$ cat config.mk
export PLATFORM = sky130hd
export DESIGN_NAME = tx_pattern_gen
export DESIGN_NICKNAME = d
export VERILOG_FILES = /design/src/rtl/tx_pattern_gen.sv
export SDC_FILE = /design/constraint.sdc
export NUM_CORES = 1
export LEC_CHECK = 0
export BUFFER_PORTS_ARGS = -buffer_cell sky130_fd_sc_hd__buf_2
export CORE_UTILIZATION = 25
export CTS_CLUSTER_DIAMETER = 30
export DETAILED_ROUTE_END_ITERATION = 8
export PLACE_DENSITY = 0.41
export SKIP_CTS_REPAIR_TIMING = 1
export SLEW_MARGIN = 0
export SYNTH_ARGS = -nofsm -noshare
export SYNTH_HDL_FRONTEND = slang
export SYNTH_SLANG_ARGS = --single-unit
$ cat constraint.sdc
create_clock -name clk -period 3.1 [get_ports clk]
set_input_delay 0.62 -clock clk [delete_from_list [all_inputs] [get_ports clk]]
set_output_delay 0.62 -clock clk [all_outputs]
set_load 0.005 [all_outputs]
$ cat src/rtl/tx_pattern_gen.sv
// tx_pattern_gen: 16-bit transmit test-pattern source.
// Emits a preamble, then PRBS7/PRBS31/fixed/clock words.
// Ports: clk, rst_n (async, low), en, mode[1:0], pat_word[15:0],
//   inj_error (rise flips dout[0] of one RUN word), dout[15:0],
//   dout_valid, err_cnt[15:0].
// Macro TX_PATGEN_ERR_CNT_EN builds the err_cnt counter;
//   otherwise err_cnt is tied to zero.
module tx_pattern_gen #(
  parameter int          TRAIN_WORDS = 8,
  parameter logic [6:0]  SEED7       = 7'h7F,
  parameter logic [30:0] SEED31      = 31'h7FFFFFFF
) (
  input  logic        clk,
  input  logic        rst_n,
  input  logic        en,
  input  logic [1:0]  mode,
  input  logic [15:0] pat_word,
  input  logic        inj_error,
  output logic [15:0] dout,
  output logic        dout_valid,
  output logic [15:0] err_cnt
);

  typedef enum logic [1:0] {
    IDLE,
    TRAIN,
    RUN
  } state_t;

  state_t      state;
  logic [2:0]  mode_q;
  logic [7:0]  cnt;
  logic [6:0]  lfsr7;
  logic [30:0] lfsr31;
  logic        inj_q;
  logic        inj_pend;

  logic        rise;
  logic        last;
  logic [6:0]  s7;
  logic        b7;
  logic [15:0] w7;
  logic [30:0] s31;
  logic        b31;
  logic [15:0] w31;
  logic [15:0] pat;

  assign rise = inj_error & ~inj_q;
  assign last = (cnt == 8'(TRAIN_WORDS - 1));

  // 16 steps per word. For PRBS31 every tap of
  // the 16 steps is still a current-state bit,
  // so each output bit is a single XOR.
  always_comb begin
    s7 = lfsr7;
    b7 = 1'b0;
    w7 = '0;
    for (int k = 0; k < 16; k++) begin
      b7 = s7[6] ^ s7[5];
      w7[15-k] = b7;
      s7 = {s7[5:0], b7};
    end
  end

  always_comb begin
    s31 = lfsr31;
    b31 = 1'b0;
    w31 = '0;
    for (int k = 0; k < 16; k++) begin
      b31 = s31[30] ^ s31[27];
      w31[15-k] = b31;
      s31 = {s31[29:0], b31};
    end
  end

  always_comb begin
    pat = 16'hAAAA;
    unique case (1'b1)
      (mode_q == 3'd0): pat = w7;
      (mode_q == 3'd1): pat = w31;
      (mode_q == 3'd2): pat = pat_word;
      default:          pat = 16'hAAAA;
    endcase
  end

  always_ff @(posedge clk or negedge rst_n) begin
    if (!rst_n) begin
      state      <= IDLE;
      mode_q     <= 3'd0;
      cnt        <= 8'd0;
      lfsr7      <= SEED7;
      lfsr31     <= SEED31;
      inj_q      <= 1'b0;
      inj_pend   <= 1'b0;
      dout       <= 16'h0000;
      dout_valid <= 1'b0;
    end else begin
      inj_q    <= inj_error;
      inj_pend <= 1'b0;
      if (!en) begin
        state      <= IDLE;
        lfsr7      <= SEED7;
        lfsr31     <= SEED31;
        dout       <= 16'h0000;
        dout_valid <= 1'b0;
      end else begin
        unique case (state)
          IDLE: begin
            state      <= TRAIN;
            mode_q     <= {1'b0, mode};
            cnt        <= 8'd0;
            lfsr7      <= SEED7;
            lfsr31     <= SEED31;
            dout       <= 16'h0000;
            dout_valid <= 1'b0;
          end
          TRAIN: begin
            cnt        <= cnt + 8'd1;
            dout       <= 16'hFF00;
            dout_valid <= 1'b0;
            if (last) state <= RUN;
          end
          RUN: begin
            // A pending rise only ever touches
            // this word; LFSRs step untouched.
            dout       <= pat ^ {15'd0, inj_pend};
            dout_valid <= 1'b1;
            inj_pend   <= rise;
            if (mode_q == 3'd0) lfsr7 <= s7;
            if (mode_q == 3'd1) lfsr31 <= s31;
          end
          default: begin
            state      <= IDLE;
            dout       <= 16'h0000;
            dout_valid <= 1'b0;
          end
        endcase
      end
    end
  end

`ifdef TX_PATGEN_ERR_CNT_EN
  logic [15:0] err_cnt_q;
  logic        flip;

  assign flip = en & inj_pend & (state == RUN);

  always_ff @(posedge clk or negedge rst_n) begin
    if (!rst_n) begin
      err_cnt_q <= 16'h0000;
    end else if (flip && err_cnt_q != 16'hFFFF) begin
      err_cnt_q <= err_cnt_q + 16'd1;
    end
  end

  assign err_cnt = err_cnt_q;
`else
  assign err_cnt = 16'h0000;
`endif

endmodule
==> results of run 1 <==
## cell type report
class / instances / area (µm²)
multi-input combinational: 245 / 1647
clock buffer: 11 / 242.7
clock inverter: 5 / 81.33
fill: 1466 / 9787
inverter: 6 / 22.52
timing repair buffer: 46 / 262.8
tap: 180 / 225.2
sequential: 69 / 1774
## cells in the final DEF, fill, tap and decap left out, types with 4 or more instances in the layout
master,instances
a22o_1,6
mux2i_1,4
o22a_1,10
xnor2_1,19
nor2b_1,6
a2bb2oi_1,15
nand2_1,19
conb_1,16
and3_1,5
nand3_1,9
xor2_1,13
mux2_2,7
buf_4,7
nor2_1,21
o21a_1,5
ha_1,5
a21oi_1,26
dfrtp_1,31
o21ai_0,22
buf_2,38
nor3b_1,17
inv_1,6
dfstp_2,38
clkbuf_16,9
## worst max-delay path: stages (launching register included)
cell and delay, ns:
dfrtp_1 0.46, inv_1 0.16, ha_1 0.33, a21oi_4 0.14, buf_4 0.24, nand2b_4 0.40
mux2_2 0.38
## flip-flops by register name, indices dropped and copies added (netlist names)
register,cells
inj_q,1
state,2
lfsr7,7
dout,16
mode_q,2
inj_pend,1
cnt,8
dout_valid,1
lfsr31,31
## how the worst max path moves through the flow
stage                  start         to  slack [ns]  cells past startpoint
CTS                 state[0]  lfsr31[9]        0.88                      6
global placement    state[0]  lfsr31[9]        0.95                      6
global route        state[0]  lfsr31[9]        0.76                      6
finish              state[0]  lfsr31[9]        0.91                      6
floorplan           state[0]  lfsr31[0]        1.42                      6
detailed placement  state[0]  lfsr31[9]        0.90                      6
## metrics by stage
stage	hold WS [ns]	setup WS (ns)	total power [mW]
after global routing	0.3399	0.7642	2.459
final	0.3064	0.9111	2.354
after CTS	0.3230	0.8839	2.396
after floorplan	0.3244	1.418	1.162
after global placement	0.3881	0.9495	1.252
after detailed placement	0.3961	0.8978	1.252
## cells by family (layout without fill, tap and decap cells)
kind of cell	Yosys count	count (layout)
muxes	11	11
other	1	16
xor gates and xnor gates	33	33
adders and majority gates	5	5
buffers and inverters	45	68
AOI/OAI and AO/OA	96	96
and+or+nand+nor	84	84
DFF	69	69
## routing by layer
metal	share of wire, %	GRT usage (%)	vias to the layer above
li1	-	-	1238
met1	49	17.28	1210
met2	45	19.38	50
met3	3.9	3.206	9
met4	1.6	6.098	0
met5	0	0	-
## power by group
group / switching [mW] / internal, mW
logic: 0.185 / 0.107
clock network: 0.393 / 0.729
registers: 0.0167 / 0.924
total: 0.595 / 1.76
==> results.py, run 1 <==
metrics = {
    "critical_path": {
        "criticalPathCategory": "register to register",
        "r2r_slack_ns": 0.91,
        "reg2reg_depth": 6,
        "worstPathMaxFanout": 31,
        "rr_endpoint": "lfsr31[9]",
        "endpoint_kind": "register",
        "arrival_ns": 2.45,
        "r2r-start": "state[0]",
        "cp_data_required_time_ns": 3.36,
        "worstSetupStartpointType": "register",
    },
    "drt": {
        "drcViolationCount": 0,
        "vias_per_cell": 4.461,
        "drt.antenna.violating_nets": 0,
        "drt_iter0_drc": 159,
        "vias": 2507,
        "wl_per_cell_um": 16.08,
        "dr.pass1.iters": 4,
        "drt_wl_total_um": 9038,
    },
    "power_and_ir_drop": {
        "power_leakage_nw": 1.746,
        "power_density_nw_per_um2": 553.1,
        "peakVddDrop_uv": 252.7,
    },
    "cts": {
        "cts_max_level": 3,
        "numCtsBuffers": 9,
        "clk_path_buf_depth": 2,
        "clkLatencyLatePin_ns": 0.33,
        "clkSlewWorstSetupHoldPaths_ns": 0.06,
        "tritoncts": "yes",
        "cts_sinks": 69,
        "cts_root_buf": "clkbuf_16",
    },
    "sta": {
        "finalCriticalPeriod_ns": 2.189,
        "finalCritPeriodShare_pct": 70.61,
        "tightest_slew_ns": 0.6057,
        "hold_viol": 0,
        "rsz0062_at_grt": "false",
        "fin_worst_skew_ns": 0.007782,
        "fmax_mhz": 456.8,
        "max-slew-margin-rel_pct": 59.35,
        "tns_ns": 0,
        "setup_viol": 0,
        "final_max_slew_viol_count": 0,
    },
    "synth": {
        "synthSimpleGateAreaFrac_pct": 12.56,
        "ys_types": 40,
        "yosys-top-cells-count": "38 x dfstp_2, 31 x dfrtp_1, 26 x a21oi_1",
        "avgSynthCellArea_um2": 10.54,
        "synth_xor_area_share_pct": 8.175,
        "async_flop_share_pct": 100.0,
        "netlist_area_um2": 3627,
        "synthTopCellsByArea": "dfstp_2 28%, dfrtp_1 21%, xnor2_1 4.6%",
        "synth_warnings": 0,
        "synth-edff-count": 0,
        "synth_fa_ha_area_share_pct": 1.725,
        "synth_top_family_by_area": "compound AO/OA/AOI/OAI gates",
        "synth_most_common_cell": "dfstp_2",
        "synthMuxAreaShare_pct": 3.277,
        "dominantRegCellSynth": "dfstp_2",
        "netlist.area_leader.share_pct": 27.53,
        "synth_compound_area_share_pct": 18.01,
        "synth_largest_area_cell": "dfstp_2",
        "ys_seq_elements": 69,
        "syn-instance-count": 344,
        "seq_area_frac_synth_pct": 48.91,
    },
    "finish": {
        "fin_area_um2": 4255,
        "layout-drive-gt1-share_pct": 29.06,
        "finalNonFillerCells": 562,
        "syn_to_final_growth_pct": 17.32,
        "antenna_cells": 0,
        "fin_util_pct": 30.30,
        "nets": 404,
    },
    "placed_design": {
        "dp.cells": 546,
        "dpl-instance-area_um2": 3931,
        "place_congestion": 0.7510,
        "dp_hpwl_um": 6295,
        "io_buffers": 38,
    },
    "die": {
        "fp.dieW_um": 122.5,
        "io_pins": 55,
        "start_util_pct": 25.83,
        "die-area_um2": 14990,
        "coreArea_um2": 14040,
        "rows": 43,
        "chipHeight_um": 122.5,
    },
    "grt": {
        "grt_pass1_wl_um": 14300,
        "grt_overflow": 0,
        "grt_max_degree": 70,
        "first_global_vias": 2597,
        "antenna_found_initial": 0,
        "track_usage_pct": 12.90,
    },
    "hold_path": {
        "min_path_type": "input port to asynchronous set/reset pin",
    },
    "run_status": {
        "outcome": "complete, no violations",
    },
    "flow_run": {
        "maxCapViolations": 0,
    },
}
Power figures use the tool's default switching activity.
==> run 2: changes to the inputs <==
- clock period: 3.1 -> 2.1 ns (I/O delays scaled with it)
==> run 2 against run 1 <==
Against the previous run: via count rose by 3.2%; sequential power rose by 48%; combinational power rose by 53%; critical endpoint is now dout[8]; critical path type unchanged; largest cell class unchanged.
==> results.py, run 2 (same netlist as run 1, synthesis figures left out) <==
metrics = {
    "critical_path": {
        "r2r-start": "state[0]",
        "worstPathMaxFanout": 7,
        "crit_path_cell_trace": "inv_1 -> ha_1 -> and3_1 -> nand2_1 -> o21ai_0",
        "arrival_ns": 2.05,
        "endpoint_kind": "register",
        "rr_endpoint": "dout[8]",
        "critPathSlowestCell": "ha_1",
        "r2r_slack_ns": 0.29,
        "slowest_delay_ns": 0.39,
        "criticalPathCategory": "register to register",
        "cp_data_required_time_ns": 2.34,
        "worstSetupStartpointType": "register",
        "reg2reg_depth": 5,
    },
    "finish": {
        "nets": 406,
        "final_cell_mix": "38 x buf_2, 38 x dfstp_2, 31 x dfrtp_1",
        "largest_register": "lfsr31",
        "reg.largest.list": "lfsr31: 31 flops, dout: 16 flops, cnt: 8 flops",
        "finalNonFillerCells": 564,
        "fin_util_pct": 30.27,
        "antenna_cells": 0,
        "largest_reg_flops": 31,
        "syn_to_final_growth_pct": 17.18,
        "layout-drive-gt1-share_pct": 29.69,
    },
    "power_and_ir_drop": {
        "switching_share_pct": 27.35,
        "switchingPower_mw": 0.9180,
        "power_density_nw_per_um2": 789.7,
        "finalPower_mw": 3.357,
        "intPower_mw": 2.439,
        "peakVddDrop_uv": 379.0,
        "clkPwrFrac_pct": 45.4,
        "p_comb_share_pct": 13.3,
        "power_leakage_nw": 1.747,
        "power_frac_seq_pct": 41.3,
    },
    "placed_design": {
        "io_buffers": 38,
        "post-place-ws_ns": 0.2859,
        "place_congestion": 0.7941,
        "dp.cells": 548,
        "dp_hpwl_um": 6405,
    },
    "cts": {
        "cts_root_buf": "clkbuf_16",
        "cts_sinks": 69,
        "clkSlewWorstSetupHoldPaths_ns": 0.06,
        "tritoncts": "yes",
        "clk_path_buf_depth": 2,
        "clkLatencyLatePin_ns": 0.34,
        "cts_max_level": 3,
        "numCtsBuffers": 9,
    },
    "die": {
        "coreArea_um2": 14040,
        "rows": 43,
        "die-area_um2": 14990,
        "chipHeight_um": 122.5,
        "fp.dieW_um": 122.5,
        "start_util_pct": 25.83,
        "io_pins": 55,
    },
    "drt": {
        "vias": 2587,
        "dr.pass1.iters": 4,
        "drcViolationCount": 0,
        "drt_iter0_drc": 122,
        "vias_per_cell": 4.587,
        "drt.antenna.violating_nets": 0,
        "wl_per_cell_um": 16.53,
        "drt_wl_total_um": 9325,
    },
    "grt": {
        "grt_util_met3_pct": 2.974,
        "met1_usage_pct": 18.40,
        "grt_max_degree": 70,
        "grt.busiest_layer": "met2",
        "antenna_found_initial": 0,
        "grt_overflow": 0,
        "grt_pass1_wl_um": 15000,
        "first_global_vias": 2696,
        "track_usage_pct": 13.43,
        "grt_use_met2_pct": 20.22,
    },
    "sta": {
        "final_max_slew_viol_count": 0,
        "finalCritPeriodShare_pct": 86.20,
        "finalCriticalPeriod_ns": 1.810,
        "fin_worst_skew_ns": 0.009289,
        "fmax_mhz": 552.4,
        "hold_viol": 0,
        "setup_viol": 0,
        "max-slew-margin-rel_pct": 55.46,
        "fin_ws_ns": 0.2898,
        "tns_ns": 0,
        "rsz0062_at_grt": "false",
        "tightest_slew_ns": 0.6637,
    },
    "flow_run": {
        "maxCapViolations": 0,
    },
    "run_status": {
        "outcome": "complete, no violations",
    },
    "hold_path": {
        "min_path_type": "input port to asynchronous set/reset pin",
    },
}
-- run 2: cell count changes in the layout (fill, tap and decap cells not counted), sizes merged --
cell,before,now
buf,46,48
bufinv,2,0
clkinv,1,4
inv,8,7
-- run 2: how the worst max path moves through the flow --
stage / from / to
floorplan: state[0] / lfsr31[0]
global placement: state[0] / dout[8]
detailed placement: state[0] / dout[8]
CTS: state[0] / dout[8]
global route: state[0] / dout[9]
finish: state[0] / dout[8]
-- run 2: routing by layer --
metal  routed length (µm)  part of all wire [%]
met1                 4691                    50
met5                    0                     0
met2                 4095                    44
met4                  165                   1.8
met3                  373                   4.0
-- run 2: area by class of cell --
class | instances | area (µm²)
flip-flops and latches | 69 | 1774
inverters | 6 | 22.52
clock inverters | 5 | 40.04
repair buffers | 48 | 277.8
well taps | 180 | 225.2
clock buffers | 11 | 264.0
fillers | 1469 | 9792
multi-input cells | 245 | 1647
-- run 2: worst max-delay path, delay by kind of cell, from the launching register on --
kind                     cells  cell delay [ns]
flip-flops                   1             0.37
adder cells (fa/ha/maj)      1             0.39
AO/OA/AOI/OAI                1             0.24
AND/OR/NAND/NOR              2             0.55
buffers and inverters        1             0.16
-- run 2: power by group through the flow --
stage | logic [mW] | clock network [mW] | registers [mW]
after global placement | 0.455 | 0 | 1.41
after detailed placement | 0.450 | 0 | 1.41
after CTS | 0.451 | 1.57 | 1.39
after global routing | 0.494 | 1.62 | 1.39
final | 0.445 | 1.53 | 1.39
after floorplan | 0.308 | 0 | 1.41
-- run 2: metrics by stage --
step / area (µm²) / hold WS [ns]
3_5_place_dp: 3946 / 0.3950
3_3_place_gp: 3946 / 0.3899
2_1_floorplan: 3684 / 0.1244
4_1_cts: 4250 / 0.1224
6_report: 4250 / 0.08269
5_1_grt: 4250 / 0.1348
